==> config.mk <==
export PLATFORM = sky130hd
export DESIGN_NAME = fifo_uart_tx
export DESIGN_NICKNAME = d
export VERILOG_FILES = /design/src/rtl/fifo_uart_tx_pkg.sv /design/src/rtl/fifo_uart_tx_baud_tick.sv /design/src/rtl/fifo_uart_tx.sv
export SDC_FILE = /design/constraint.sdc
export NUM_CORES = 1
export LEC_CHECK = 0
export ABC_AREA = 1
export BUFFER_PORTS_ARGS = -buffer_cell sky130_fd_sc_hd__buf_2
export CAP_MARGIN = 10
export CORE_MARGIN = 4
export CORE_UTILIZATION = 45
export DETAILED_ROUTE_END_ITERATION = 12
export GPL_TIMING_DRIVEN = 0
export PLACE_DENSITY_LB_ADDON = 0.08
export SLEW_MARGIN = 30
export SYNTH_ARGS = -nofsm -noshare
export SYNTH_HDL_FRONTEND = slang
export SYNTH_HIERARCHICAL = 1
export SYNTH_SLANG_ARGS = --single-unit
export TNS_END_PERCENT = 20
==> constraint.sdc <==
create_clock -name clk -period 1.5 [get_ports clk]
set_clock_uncertainty 0.1 [all_clocks]
set_input_delay 0.225 -clock clk [delete_from_list [all_inputs] [get_ports clk]]
set_output_delay 0.225 -clock clk [all_outputs]
set_load 0.01 [all_outputs]
==> src/rtl/fifo_uart_tx_pkg.sv <==
// Shared types and constants for the FIFO-draining UART 8N1 transmitter.
// Optional ASCII-hex item encoding is enabled by FIFO_UART_TX_HEX_ASCII_EN.
package fifo_uart_tx_pkg;

  typedef enum logic [1:0] {
    IDLE  = 2'd0,
    START = 2'd1,
    DATA  = 2'd2,
    STOP  = 2'd3
  } tx_state_t;

  localparam logic [7:0] ascii_0 = 8'h30;
  localparam logic [7:0] ascii_A = 8'h41;

  localparam int frame_data_bits = 8;

  // Maps a nibble to its uppercase ASCII hex character.
  function automatic logic [7:0] hex_to_ascii(input logic [3:0] nib);
    if (nib < 4'd10) begin
      return ascii_0 + {4'h0, nib};
    end
    return ascii_A + {4'h0, nib - 4'd10};
  endfunction

endpackage

==> src/rtl/fifo_uart_tx_baud_tick.sv <==
// Baud-rate divider: counts 0..cycles_per_bit-1 and flags the last count.
// Held at zero while clear is high so every bit starts on a full period.
module uart_baud_tick #(
  parameter int cycles_per_bit = 434
) (
  input  logic clk,
  input  logic rst_n,
  input  logic clear,
  output logic tick
);

  localparam int cnt_w = (cycles_per_bit > 1) ? $clog2(cycles_per_bit) : 1;
  localparam logic [cnt_w-1:0] cnt_last = cnt_w'(cycles_per_bit - 1);

  logic [cnt_w-1:0] cnt_reg;
  logic [cnt_w-1:0] cnt_next;

  generate
    if (cycles_per_bit < 2) begin : g_bad_divider
      $error("uart_baud_tick: cycles_per_bit must be >= 2");
    end
  endgenerate

  always_comb begin
    cnt_next = cnt_reg;
    if (clear || (cnt_reg == cnt_last)) begin
      cnt_next = '0;
    end else begin
      cnt_next = cnt_reg + 1'b1;
    end
  end

  always_ff @(posedge clk or negedge rst_n) begin
    if (!rst_n) begin
      cnt_reg <= '0;
    end else begin
      cnt_reg <= cnt_next;
    end
  end

  assign tick = (cnt_reg == cnt_last);

endmodule

==> src/rtl/fifo_uart_tx.sv <==
// Pops one item per frame from a FIFO read port and sends it as UART 8N1.
// Define FIFO_UART_TX_HEX_ASCII_EN to send each 4-bit item as an ASCII hex digit.
module fifo_uart_tx
  import fifo_uart_tx_pkg::*;
#(
  parameter int clk_mhz   = 50,
  parameter int baud_rate = 115200,
  parameter int width     = 4
) (
  input  logic             clk,
  input  logic             rst_n,
  input  logic             empty,
  input  logic [width-1:0] read_data,
  output logic             pop,
  output logic             uart_tx,
  output logic             busy,
  output logic             frame_done
);

  localparam int cycles_per_bit = clk_mhz * 1_000_000 / baud_rate;

  tx_state_t  state_reg;
  tx_state_t  state_next;
  logic [7:0] shift_reg;
  logic [7:0] shift_next;
  logic [2:0] bit_reg;
  logic [2:0] bit_next;
  logic       tx_reg;
  logic       tx_next;
  logic [7:0] item_byte;
  logic       baud_clear;
  logic       baud_tick;

  generate
    if ((width < 1) || (width > 8)) begin : g_bad_width
      $error("fifo_uart_tx: width must be in 1..8");
    end
    if (cycles_per_bit < 2) begin : g_bad_rate
      $error("fifo_uart_tx: clk_mhz/baud_rate gives fewer than 2 clocks per bit");
    end
  endgenerate

`ifdef FIFO_UART_TX_HEX_ASCII_EN
  generate
    if (width != 4) begin : g_bad_hex_width
      $error("fifo_uart_tx: ASCII hex mode needs width == 4");
      assign item_byte = 8'(read_data);
    end else begin : g_hex_byte
      assign item_byte = hex_to_ascii(read_data);
    end
  endgenerate
`else
  assign item_byte = 8'(read_data);
`endif

  // The counter is parked while idle, so the start bit gets a full period.
  assign baud_clear = (state_reg == IDLE);

  uart_baud_tick #(
    .cycles_per_bit(cycles_per_bit)
  ) u_baud (
    .clk  (clk),
    .rst_n(rst_n),
    .clear(baud_clear),
    .tick (baud_tick)
  );

  assign pop  = (state_reg == IDLE) & ~empty & rst_n;
  assign busy = (state_reg != IDLE);

  always_comb begin
    state_next = state_reg;
    shift_next = shift_reg;
    bit_next   = bit_reg;
    tx_next    = tx_reg;
    frame_done = 1'b0;
    case (state_reg)
      IDLE: begin
        if (pop) begin
          state_next = START;
          shift_next = item_byte;
          bit_next   = '0;
          tx_next    = 1'b0;
        end
      end
      START: begin
        if (baud_tick) begin
          state_next = DATA;
          tx_next    = shift_reg[0];
        end
      end
      DATA: begin
        if (baud_tick) begin
          if (bit_reg == 3'(frame_data_bits - 1)) begin
            state_next = STOP;
            tx_next    = 1'b1;
          end else begin
            // The next bit is driven from the pre-shift image to keep tx registered.
            shift_next = {1'b0, shift_reg[7:1]};
            bit_next   = bit_reg + 3'd1;
            tx_next    = shift_reg[1];
          end
        end
      end
      STOP: begin
        tx_next = 1'b1;
        if (baud_tick) begin
          state_next = IDLE;
          frame_done = 1'b1;
        end
      end
      default: begin
        state_next = IDLE;
        tx_next    = 1'b1;
      end
    endcase
  end

  always_ff @(posedge clk or negedge rst_n) begin
    if (!rst_n) begin
      state_reg <= IDLE;
      shift_reg <= '0;
      bit_reg   <= '0;
      tx_reg    <= 1'b1;
    end else begin
      state_reg <= state_next;
      shift_reg <= shift_next;
      bit_reg   <= bit_next;
      tx_reg    <= tx_next;
    end
  end

  assign uart_tx = tx_reg;

endmodule

==> flow_summary.yaml <==
outcome:
  violations: "negative setup slack"
  outcome: "complete, but fails checks"
clock_network:
  cts.sinks: 19
  root_buffer: "clkbuf_4"
  htree_num_levels: 1
  clk_pin_slew_ns: 0.11
  clk_latency_ns: 0.30
  tritoncts: "yes"
  cts-buffers-inserted: 3
  cts_buffer_depth: 2
timing:
  grt_setup_unrepaired: "yes"
  finalCritPeriodShare: 1.18
  max_freq_ghz: 0.567
  final_max_slew_viol_count: 0
  finalHoldViolCount: 0
  fin_ws_ns: -0.265
  layout_min_cycle_time_ns: 1.77
  relSlewSlack: 0.450
  setup-tns-final_ns: -2.34
  max_slew.worst_pin.slew_ns: 0.822
  setup_viol: 13
run:
  max_cap_viol_count: 0
drt:
  wl_um: 2550
  vias: 1064
  drc: 0
  drt_iter0_drc: 83
  wl_per_cell_um: 11.8
  drtPass1Iterations: 4
  antenna_left: 0
  viasPerCell: 4.93
global_route:
  grt_max_degree: 19
  grt.total_usage: 0.159
  overflow: 0
  grt_pass1_wl_um: 4280
  antenna_found_initial: 0
  grt_pass1_vias: 1007
worst_setup_path:
  cp_slowest_cell: "dfrtp_1"
  cp-startpoint: "u_baud/cnt_reg[1]$_DFF_PN0_"
  r2r-end: "bit_reg[2]$_DFFE_PN0P_"
  cpPeakStageDelay_ns: 0.39
  endpoint: "frame_done"
  r2r_start: "u_baud/cnt_reg[1]$_DFF_PN0_"
  critPathCaptureType: "output pin"
  worst-path-max-fanout: 2
  r2r_slack_ns: -0.22
  r2r_cells: 12
  cp.required_ns: 1.17
  start_kind: "flop"
  setup.worst_path.class: "flop to output pin"
  worstPathCellList: "inv_1 > ha_2 > nand2_2 > nor2_2 > nand2_2 > inv_2 > nand2_1 > inv_1 > buf_2"
  arrival_ns: 1.44
logic_synthesis:
  syn_inst: 162
  postSynthAreaPerCell_um2: 7.55
  yosysWarningCount: 6
  yosys_register_bits: 19
  synth_cell_types: 25
  syn_nets: 178
  synthesis.area_um2: 1220
  ys_seq_area_frac: 0.390
floorplan:
  rows: 18
  initial_utilization: 0.481
  core_area_um2: 2540
  die_area_um2: 3620
  dieWidth_um: 60.1
  io_pins: 11
  fp.dieH_um: 60.1
pwr:
  p_per_area_nw_per_um2: 1650
  ir_drop_mv: 1.07
  finalPower_mw: 2.45
  total_leakage_power_nw: 0.762
placed_design:
  post-place-ws_ns: -0.211
  place.detailed.hpwl_um: 1750
  gp_congestion: 0.845
  numPortBuffers: 10
  placedInstanceArea_um2: 1310
finish:
  diodes: 0
  drive_gt1_frac: 0.280
  area.growth.synth_to_final_pct: 20.9
  nNetsFinal: 203
  finish.instance_area_um2: 1480
  largest_reg_flops: 9
worst_hold_path:
  hold_path.class: "input pin to flop"
[cells by family (layout without fill, tap and decap cells)]
family,Yosys count,after routing,synth area share
flops,19,19,0.390
xor+xnor,3,3,0.0215
fa+ha+maj,9,9,0.0920
compound gates,10,10,0.0593
buf+inv,24,48,0.0859
simple gates,97,97,0.352
[power breakdown]
part / internal [mW] / switching, mW / leakage (nW) / total, mW
clock network: 0.0995 / 0.167 / 0.0177 / 0.267
logic: 0.609 / 0.814 / 0.496 / 1.42
registers: 0.661 / 0.0963 / 0.249 / 0.757
total: 1.37 / 1.08 / 0.762 / 2.45
[synthesized netlist by cell type (all sizes together)]
cell / n / area share
xor2: 1 / 0.0072
nor2: 19 / 0.066
nand3: 13 / 0.067
a21oi: 5 / 0.027
dfstp: 1 / 0.021
dfrtp: 18 / 0.37
ha: 9 / 0.092
xnor2: 2 / 0.014
o21ai: 5 / 0.033
nand3b: 3 / 0.018
nand2: 61 / 0.20
nor3: 1 / 0.0041
buf: 2 / 0.018
inv: 22 / 0.067
[per-layer routing]
layer / global-route usage / vias up / wire length [um]
met4: 0.0759 / 0 / 61
met1: 0.197 / 499 / 1170
li1: - / 544 / -
met3: 0.0259 / 6 / 56
met5: 0 / - / 0
met2: 0.267 / 15 / 1260
[critical path, delay by kind of cell (launching register included)]
family / cells / cell delay (ns)
buf+inv: 4 / 0.29
flops: 1 / 0.39
fa+ha+maj: 1 / 0.17
simple gates: 4 / 0.29
[worst min-delay path by stage]
stage / to / slack [ns] / cells after the start / start
2_1_floorplan: bit_reg[0]$_DFFE_PN0P_ / -0.17 / 0 / rst_n
3_3_place_gp: u_baud/cnt_reg[3]$_DFF_PN0_ / 0.11 / 1 / rst_n
3_5_place_dp: u_baud/cnt_reg[7]$_DFF_PN0_ / 0.10 / 1 / rst_n
4_1_cts: shift_reg[3]$_DFFE_PN0P_ / 0.12 / 4 / read_data[3]
5_1_grt: shift_reg[3]$_DFFE_PN0P_ / 0.13 / 4 / read_data[3]
6_report: shift_reg[3]$_DFFE_PN0P_ / 0.13 / 4 / read_data[3]
[repair_timing]
item,CTS,global route
gates cloned,0,0
pin swaps,2,1
buffers inserted,4,4
hold buffers,2,0
endpoints found under the setup margin,13,14
resized for setup,4,10
endpoints found under the hold margin,18,0
[area by class of cell]
type                       count  area (um2)
fill                         247        1070
multi-input combinational    119         689
sequential                    19         477
timing repair buffer          20         143
inverter                      22        82.6
tap                           30        37.5
clock buffer                   3        22.5
buffer                         2        22.5
clock inverter                 1        5.00
[layout by cell type, fill, tap and decap left out, drive strengths merged]
cell / netlist / layout
a21oi: 5 / 5
dfrtp: 18 / 18
dfstp: 1 / 1
clkinv: 0 / 1
inv: 22 / 22
xor2: 1 / 1
nor2: 19 / 19
ha: 9 / 9
xnor2: 2 / 2
clkbuf: 0 / 3
o21ai: 5 / 5
nand2: 61 / 61
nand3b: 3 / 3
nor3: 1 / 1
nand3: 13 / 13
buf: 2 / 20
dlygate4sd3: 0 / 2
[through the flow]
step,cells,util,hold WS [ns]
finish,216,0.581,0.128
global route,216,0.581,0.131
CTS,212,0.553,0.121
detailed placement,202,0.515,0.105
global placement,202,0.515,0.109
floorplan,162,-,-0.171
No activity file was read; power rests on OpenSTA's default activity.
